==> src/rtl/valid_ram_ctrl_if.sv <==
// valid_ram_ctrl_if: groups the requester handshakes and the 2W/1R
// valid-bit RAM bus of valid_ram_ctrl.
//   slave  - the controller side (valid_ram_ctrl).
//   master - the environment side (requesters and RAM).
// Signals:
//   flush_req/flush_busy          invalidate-all sweep request / status
//   rf_req/rf_addr/rf_ack         refill (set valid)
//   inv_req/inv_addr/inv_ack      snoop invalidate (clear valid)
//   lk_req/lk_addr/lk_ack         lookup request
//   lk_rvalid/lk_bit              lookup result
//   W_*_A, W_*_B, R_*_A, R_data_A RAM ports
interface valid_ram_ctrl_if #(
    parameter int DEEPTH = 8
);
    logic              flush_req;
    logic              flush_busy;
    logic              rf_req;
    logic [DEEPTH-1:0] rf_addr;
    logic              rf_ack;
    logic              inv_req;
    logic [DEEPTH-1:0] inv_addr;
    logic              inv_ack;
    logic              lk_req;
    logic [DEEPTH-1:0] lk_addr;
    logic              lk_ack;
    logic              lk_rvalid;
    logic              lk_bit;
    logic [DEEPTH-1:0] W_addr_A;
    logic [DEEPTH-1:0] W_addr_B;
    logic [DEEPTH-1:0] R_addr_A;
    logic              W_data_A;
    logic              W_data_B;
    logic              W_en_A;
    logic              W_en_B;
    logic              R_en_A;
    logic              R_data_A;

    modport slave (
        input  flush_req, rf_req, rf_addr, inv_req, inv_addr, lk_req, lk_addr, R_data_A,
        output flush_busy, rf_ack, inv_ack, lk_ack, lk_rvalid, lk_bit,
               W_addr_A, W_addr_B, R_addr_A, W_data_A, W_data_B, W_en_A, W_en_B, R_en_A
    );

    modport master (
        output flush_req, rf_req, rf_addr, inv_req, inv_addr, lk_req, lk_addr, R_data_A,
        input  flush_busy, rf_ack, inv_ack, lk_ack, lk_rvalid, lk_bit,
               W_addr_A, W_addr_B, R_addr_A, W_data_A, W_data_B, W_en_A, W_en_B, R_en_A
    );
endinterface

==> src/rtl/valid_ram_ctrl.sv <==
// valid_ram_ctrl: controller/arbiter in front of the 2-write/1-read cache
// valid-bit RAM (2^DEEPTH one-bit entries).
//   - Runs a two-port invalidate-all sweep after reset and on flush_req:
//     port A clears the lower half, port B the upper half, 2^(DEEPTH-1) cycles.
//   - In IDLE, port A carries refills (data 1), port B invalidates (data 0).
//   - Lookups go to the read port; result returned one cycle later.
// Ports:
//   clk    system clock
//   rst_n  asynchronous active-low reset (forces the sweep, RAM enables off)
//   bus    valid_ram_ctrl_if.slave (requests, acks, RAM bus)
// Requires DEEPTH >= 2.
module valid_ram_ctrl #(
    parameter int DEEPTH = 8
) (
    input  logic            clk,
    input  logic            rst_n,
    valid_ram_ctrl_if.slave bus
);
    typedef enum logic {
        FLUSH = 1'b0,
        IDLE  = 1'b1
    } state_t;

    state_t            r_state;
    state_t            w_next_state;
    logic [DEEPTH-2:0] r_cnt;
    logic [DEEPTH-2:0] w_cnt_next;
    logic              r_lk_rvalid;

    logic              w_conflict;
    logic              w_en_a;
    logic              w_en_b;
    logic              w_ren;
    logic [DEEPTH-1:0] w_addr_a;
    logic [DEEPTH-1:0] w_addr_b;
    logic              w_data_a;
    logic              w_rf_ack;
    logic              w_inv_ack;

    // Refill and invalidate to the same line: the RAM would drop port B,
    // so the invalidate is moved onto port A instead.
    assign w_conflict = bus.rf_req & bus.inv_req & (bus.rf_addr == bus.inv_addr);

    always_ff @(posedge clk or negedge rst_n) begin
        if (!rst_n) begin
            r_state     <= FLUSH;
            r_cnt       <= '0;
            r_lk_rvalid <= 1'b0;
        end else begin
            r_state     <= w_next_state;
            r_cnt       <= w_cnt_next;
            r_lk_rvalid <= bus.lk_ack;
        end
    end

    always_comb begin
        w_next_state = r_state;
        w_cnt_next   = r_cnt;
        w_en_a       = 1'b0;
        w_en_b       = 1'b0;
        w_ren        = 1'b0;
        w_addr_a     = '0;
        w_addr_b     = '0;
        w_data_a     = 1'b0;
        w_rf_ack     = 1'b0;
        w_inv_ack    = 1'b0;
        case (r_state)
            FLUSH: begin
                w_en_a     = 1'b1;
                w_addr_a   = {1'b0, r_cnt};
                w_en_b     = 1'b1;
                w_addr_b   = {1'b1, r_cnt};
                // Invalidates are redundant while every line is being cleared.
                w_inv_ack  = bus.inv_req;
                w_cnt_next = r_cnt + 1'b1;
                if (&r_cnt) begin
                    w_next_state = IDLE;
                end
            end
            IDLE: begin
                w_cnt_next = '0;
                w_en_a     = bus.rf_req;
                w_addr_a   = bus.rf_addr;
                w_data_a   = ~w_conflict;
                w_en_b     = bus.inv_req & ~w_conflict;
                w_addr_b   = bus.inv_addr;
                w_rf_ack   = bus.rf_req;
                w_inv_ack  = bus.inv_req;
                w_ren      = bus.lk_req;
                if (bus.flush_req) begin
                    w_next_state = FLUSH;
                end
            end
            default: begin
                w_next_state = FLUSH;
                w_cnt_next   = '0;
            end
        endcase
    end

    // Enables are forced low combinationally while reset is asserted.
    assign bus.W_en_A     = w_en_a & rst_n;
    assign bus.W_en_B     = w_en_b & rst_n;
    assign bus.R_en_A     = w_ren & rst_n;
    assign bus.W_addr_A   = w_addr_a;
    assign bus.W_addr_B   = w_addr_b;
    assign bus.W_data_A   = w_data_a;
    assign bus.W_data_B   = 1'b0;
    assign bus.R_addr_A   = bus.lk_addr;
    assign bus.rf_ack     = w_rf_ack;
    assign bus.inv_ack    = w_inv_ack;
    assign bus.lk_ack     = bus.R_en_A;
    assign bus.lk_rvalid  = r_lk_rvalid;
    assign bus.lk_bit     = bus.R_data_A;
    assign bus.flush_busy = (r_state == FLUSH);
endmodule

==> src/flat_wrapper.sv <==
// flat-port wrapper written by rule: the top's interface ports become plain ports
module valid_ram_ctrl_flat 
#(
    parameter int DEEPTH = 8
)
  (clk, rst_n, bus_flush_req, bus_rf_req, bus_rf_addr, bus_inv_req, bus_inv_addr, bus_lk_req, bus_lk_addr, bus_R_data_A, bus_flush_busy, bus_rf_ack, bus_inv_ack, bus_lk_ack, bus_lk_rvalid, bus_lk_bit, bus_W_addr_A, bus_W_addr_B, bus_R_addr_A, bus_W_data_A, bus_W_data_B, bus_W_en_A, bus_W_en_B, bus_R_en_A);
  valid_ram_ctrl_if #(.DEEPTH(DEEPTH)) bus_i ();
  input  logic clk;
  input  logic rst_n;
  input wire logic [$bits(bus_i.flush_req)-1:0] bus_flush_req;
  input wire logic [$bits(bus_i.rf_req)-1:0] bus_rf_req;
  input wire logic [$bits(bus_i.rf_addr)-1:0] bus_rf_addr;
  input wire logic [$bits(bus_i.inv_req)-1:0] bus_inv_req;
  input wire logic [$bits(bus_i.inv_addr)-1:0] bus_inv_addr;
  input wire logic [$bits(bus_i.lk_req)-1:0] bus_lk_req;
  input wire logic [$bits(bus_i.lk_addr)-1:0] bus_lk_addr;
  input wire logic [$bits(bus_i.R_data_A)-1:0] bus_R_data_A;
  output wire logic [$bits(bus_i.flush_busy)-1:0] bus_flush_busy;
  output wire logic [$bits(bus_i.rf_ack)-1:0] bus_rf_ack;
  output wire logic [$bits(bus_i.inv_ack)-1:0] bus_inv_ack;
  output wire logic [$bits(bus_i.lk_ack)-1:0] bus_lk_ack;
  output wire logic [$bits(bus_i.lk_rvalid)-1:0] bus_lk_rvalid;
  output wire logic [$bits(bus_i.lk_bit)-1:0] bus_lk_bit;
  output wire logic [$bits(bus_i.W_addr_A)-1:0] bus_W_addr_A;
  output wire logic [$bits(bus_i.W_addr_B)-1:0] bus_W_addr_B;
  output wire logic [$bits(bus_i.R_addr_A)-1:0] bus_R_addr_A;
  output wire logic [$bits(bus_i.W_data_A)-1:0] bus_W_data_A;
  output wire logic [$bits(bus_i.W_data_B)-1:0] bus_W_data_B;
  output wire logic [$bits(bus_i.W_en_A)-1:0] bus_W_en_A;
  output wire logic [$bits(bus_i.W_en_B)-1:0] bus_W_en_B;
  output wire logic [$bits(bus_i.R_en_A)-1:0] bus_R_en_A;
  assign bus_i.flush_req = bus_flush_req;
  assign bus_i.rf_req = bus_rf_req;
  assign bus_i.rf_addr = bus_rf_addr;
  assign bus_i.inv_req = bus_inv_req;
  assign bus_i.inv_addr = bus_inv_addr;
  assign bus_i.lk_req = bus_lk_req;
  assign bus_i.lk_addr = bus_lk_addr;
  assign bus_i.R_data_A = bus_R_data_A;
  assign bus_flush_busy = bus_i.flush_busy;
  assign bus_rf_ack = bus_i.rf_ack;
  assign bus_inv_ack = bus_i.inv_ack;
  assign bus_lk_ack = bus_i.lk_ack;
  assign bus_lk_rvalid = bus_i.lk_rvalid;
  assign bus_lk_bit = bus_i.lk_bit;
  assign bus_W_addr_A = bus_i.W_addr_A;
  assign bus_W_addr_B = bus_i.W_addr_B;
  assign bus_R_addr_A = bus_i.R_addr_A;
  assign bus_W_data_A = bus_i.W_data_A;
  assign bus_W_data_B = bus_i.W_data_B;
  assign bus_W_en_A = bus_i.W_en_A;
  assign bus_W_en_B = bus_i.W_en_B;
  assign bus_R_en_A = bus_i.R_en_A;
  valid_ram_ctrl #(.DEEPTH(DEEPTH)) u_core (.clk(clk), .rst_n(rst_n), .bus(bus_i));
endmodule
==> config.mk <==
export PLATFORM = sky130hd
export DESIGN_NAME = valid_ram_ctrl_flat
export DESIGN_NICKNAME = d
export VERILOG_FILES = /design/src/rtl/valid_ram_ctrl_if.sv /design/src/rtl/valid_ram_ctrl.sv /design/src/flat_wrapper.sv
export SDC_FILE = /design/constraint.sdc
export NUM_CORES = 1
export LEC_CHECK = 0
export BUFFER_PORTS_ARGS = -buffer_cell sky130_fd_sc_hd__buf_2
export CORE_ASPECT_RATIO = 1.1
export CORE_MARGIN = 2
export CORE_UTILIZATION = 33
export CTS_CLUSTER_SIZE = 10
export DETAILED_ROUTE_END_ITERATION = 12
export GPL_TIMING_DRIVEN = 1
export PLACE_DENSITY_LB_ADDON = 0.15
export SYNTH_ARGS = -nofsm -noshare
export SYNTH_HDL_FRONTEND = slang
export SYNTH_SLANG_ARGS = --single-unit
==> constraint.sdc <==
create_clock -name clk -period 2.76 [get_ports clk]
set_input_delay 0 -clock clk [delete_from_list [all_inputs] [get_ports clk]]
set_output_delay 0 -clock clk [all_outputs]
set_load 0.03 [all_outputs]
==> summary.md <==
| Metric | Value |
|---|---|
| Cell Rows | 17 |
| Area delta synth->final | 28.6% |
| Fin. Hold Viols | 0 |
| Leakage power total | 0.534 nW |
| Clock skew | 0.00638 ns |
| Initial Utilization | 35.8% |
| CP Data Arrival Time | 1.40 ns |
| Count leader, synth | nand2_1 |
| # port buffers | 46 |
| N_diodes | 0 |
| H-tree depth | 1 |
| Final Setup Violations | 0 |
| Die Y | 53.6 um |
| Global-route wire length before repair | 2.95 mm |
| Total Routing Usage GR | 14.7% |
| Final worst setup slack | 1.36 ns |
| Initial antenna violation count | 0 |
| Outcome | finished clean |
| Power density cells | 918 nW/um2 |
| Ys Warns | 0 |
| CTS root buf | clkbuf_4 |
| Layout cells sized above 1 | 36.4% |
| Placed inst area | 905 um2 |
| # IOs | 66 |
| Via count | 757 |
| Post-synth top cells | nand2_1, buf_4, dfrtp_1 |
| Hpwl dp | 1.44 mm |
| Crit-path cells | inv_1 > o21ai_0 > a21oi_1 > buf_2 |
| Total Routed Length | 1.81 mm |
| RSZ-0062 raised after global routing | false |
| Crit path time final | 1.40 ns |
| Routed wire per std cell | 10.8 um |
| Synth Cell Area | 739 um2 |
| DRC | 0 |
| MaxCap Viol Count | 0 |
| Synth cell types | 23 |
| Seq cells post-synth | 9 |
| Clock Tree Buf Depth | 2 |
| Post-synthesis cell count | 103 |
| Via/cell ratio | 4.51 |
| Setup TNS | 0 ns |
| Core area | 2060 um2 |
| Req. time, crit path | 2.76 ns |
| CTS Buf Count | 3 |
| Post-route cell area | 951 um2 |
| Area leader, netlist | dfrtp_1 |
| Worst hold path type | primary input to output port |
| Synth top area cells | dfrtp_1, nand2_1, buf_4 |
| Max IR drop VDD | 0.000382 V |
| Maximum number of pins on one net before global-route repair | 26 |
| Die width | 49.1 um |
| Hold slack | 0.0000132 ns |
| CP max FO | 13 |
| Antenna-violating nets left | 0 |
| Crit path launch type | flop |
| Vias in the first global route | 692 |
| Post-synth top area share | 30.5% |
| Worst skew pair latency | 0.26 ns |
| Synthesized Nets | 135 |
| Critical path's largest stage delay | 0.37 ns |
| Iter 0 DRT Violations | 6 |
| Slowest CP cell | dfrtp_1 |
| Pre-CTS setup slack | 1.46 ns |
| Syn avg cell area | 7.18 um2 |
| Number of synthesized flops with an enable pin | 0 |
| CTS Sinks | 9 |
| Total die area | 2640 um2 |
| Final period util | 50.6% |
| Clock slew at reported path FFs | 0.06 ns |
| Remaining global-route overflow | 0 |
| CTS tree | yes |
| Pre-antenna DRT Iters | 4 |
| Routability cong. | 0.744 |
| Nets | 173 |
| CP endpoint kind | output port |
| Post CTS Setup Buffer Count | 0 |
| Max-slew violation count | 0 |
| Synth Flop Type | dfrtp_1 |
| Max Freq | 716 MHz |
| Seq/Total Area, Yosys | 30.5% |
| Setup CP Type | flop to output port |
| Async S/R FF share, synth | 100% |
## cells by family (layout without fill, tap and decap cells)
| logic type | Yosys count | in the layout | share of synthesized area [%] |
|---|---|---|---|
| and+or+nand+nor | 54 | 54 | 31.3 |
| buffers and inverters | 19 | 56 | 16.1 |
| adders and majority gates | 1 | 1 | 1.69 |
| AOI/OAI and AO/OA | 7 | 7 | 5.75 |
| xor gates and xnor gates | 12 | 12 | 14.2 |
| other | 1 | 1 | 0.507 |
| DFF | 9 | 9 | 30.5 |
## registers in the layout (all words and copies together), names as in the netlist
register and cells:
u_core.r_state 1, u_core.bus.lk_rvalid 1, u_core.r_cnt 7
## metrics by stage
stage | util [%] | total power [W] | std cells
after CTS | 46.1 | 0.000884 | 168
after detailed placement | 43.8 | 0.000778 | 162
final | 46.1 | 0.000873 | 168
after global placement | 43.8 | 0.000772 | 162
after global routing | 46.1 | 0.000949 | 168
after floorplan | - | 0.000644 | 103
## placed cells by master, fill, tap and decap left out, drive strengths merged
cell / n
buf: 47
nand2: 35
dfrtp: 9
nor2: 8
xnor2: 8
nand3: 4
xor2: 4
clkbuf: 4
inv: 3
o21ai: 3
and3: 3
dlygate4sd3: 2
nor2b: 1
a21boi: 1
a211o: 1
nor4: 1
a21oi: 1
nand2b: 1
and2: 1
o22ai: 1
ha: 1
conb: 1
## report_power, final
| group | switching, W | leakage [nW] | internal, W |
|---|---|---|---|
| sequential | 0.0000560 | 0.112 | 0.000183 |
| combinational | 0.000364 | 0.407 | 0.000170 |
| clock | 0.0000437 | 0.0150 | 0.0000556 |
| total | 0.000463 | 0.534 | 0.000409 |
## layer usage
metal | vias to the layer above | wire, um | track usage, %
met2 | 35 | 833 | 25.0
met4 | 0 | 12 | 7.62
met5 | - | 0 | 0
met3 | 2 | 178 | 4.17
met1 | 338 | 782 | 17.1
li1 | 382 | - | -
## worst max-delay path, delay by kind of cell, from the launching register on
family / cells / cell delay [ns]
AOI/OAI and AO/OA: 2 / 0.26
DFF: 1 / 0.37
buffers and inverters: 2 / 0.50
## path summary, 6_finish.rpt
kind                                 start         endpoint  slack [ns]  depth (start not counted)
setup reg to reg           u_core.r_cnt[0]  u_core.r_cnt[6]        1.44                          5
hold / removal              bus_lk_addr[5]  bus_R_addr_A[5]     0.00001                          0
setup / recovery            u_core.r_state       bus_W_en_B        1.36                          4
max in group asynchronous            rst_n  u_core.r_cnt[6]        2.42                          2
hold reg to reg            u_core.r_cnt[0]  u_core.r_cnt[0]        0.50                          1
min in group asynchronous            rst_n  u_core.r_cnt[2]        0.13                          2
## layout make-up
cell class,instances,area [um2]
Fill cell,217,1110
Multi-Input combinational cell,75,395
Timing Repair Buffer,49,258
Sequential cell,9,225
Tap cell,28,35.0
Clock buffer,4,26.3
Inverter,3,11.3
## what timing repair did
action                                  in CTS  in global routing
gates resized for setup                      0                  0
endpoints found under the setup margin       0                  0
hold buffers                                 2                  0
endpoints found under the hold margin       10                  0
(Power assumes the default switching activity.)
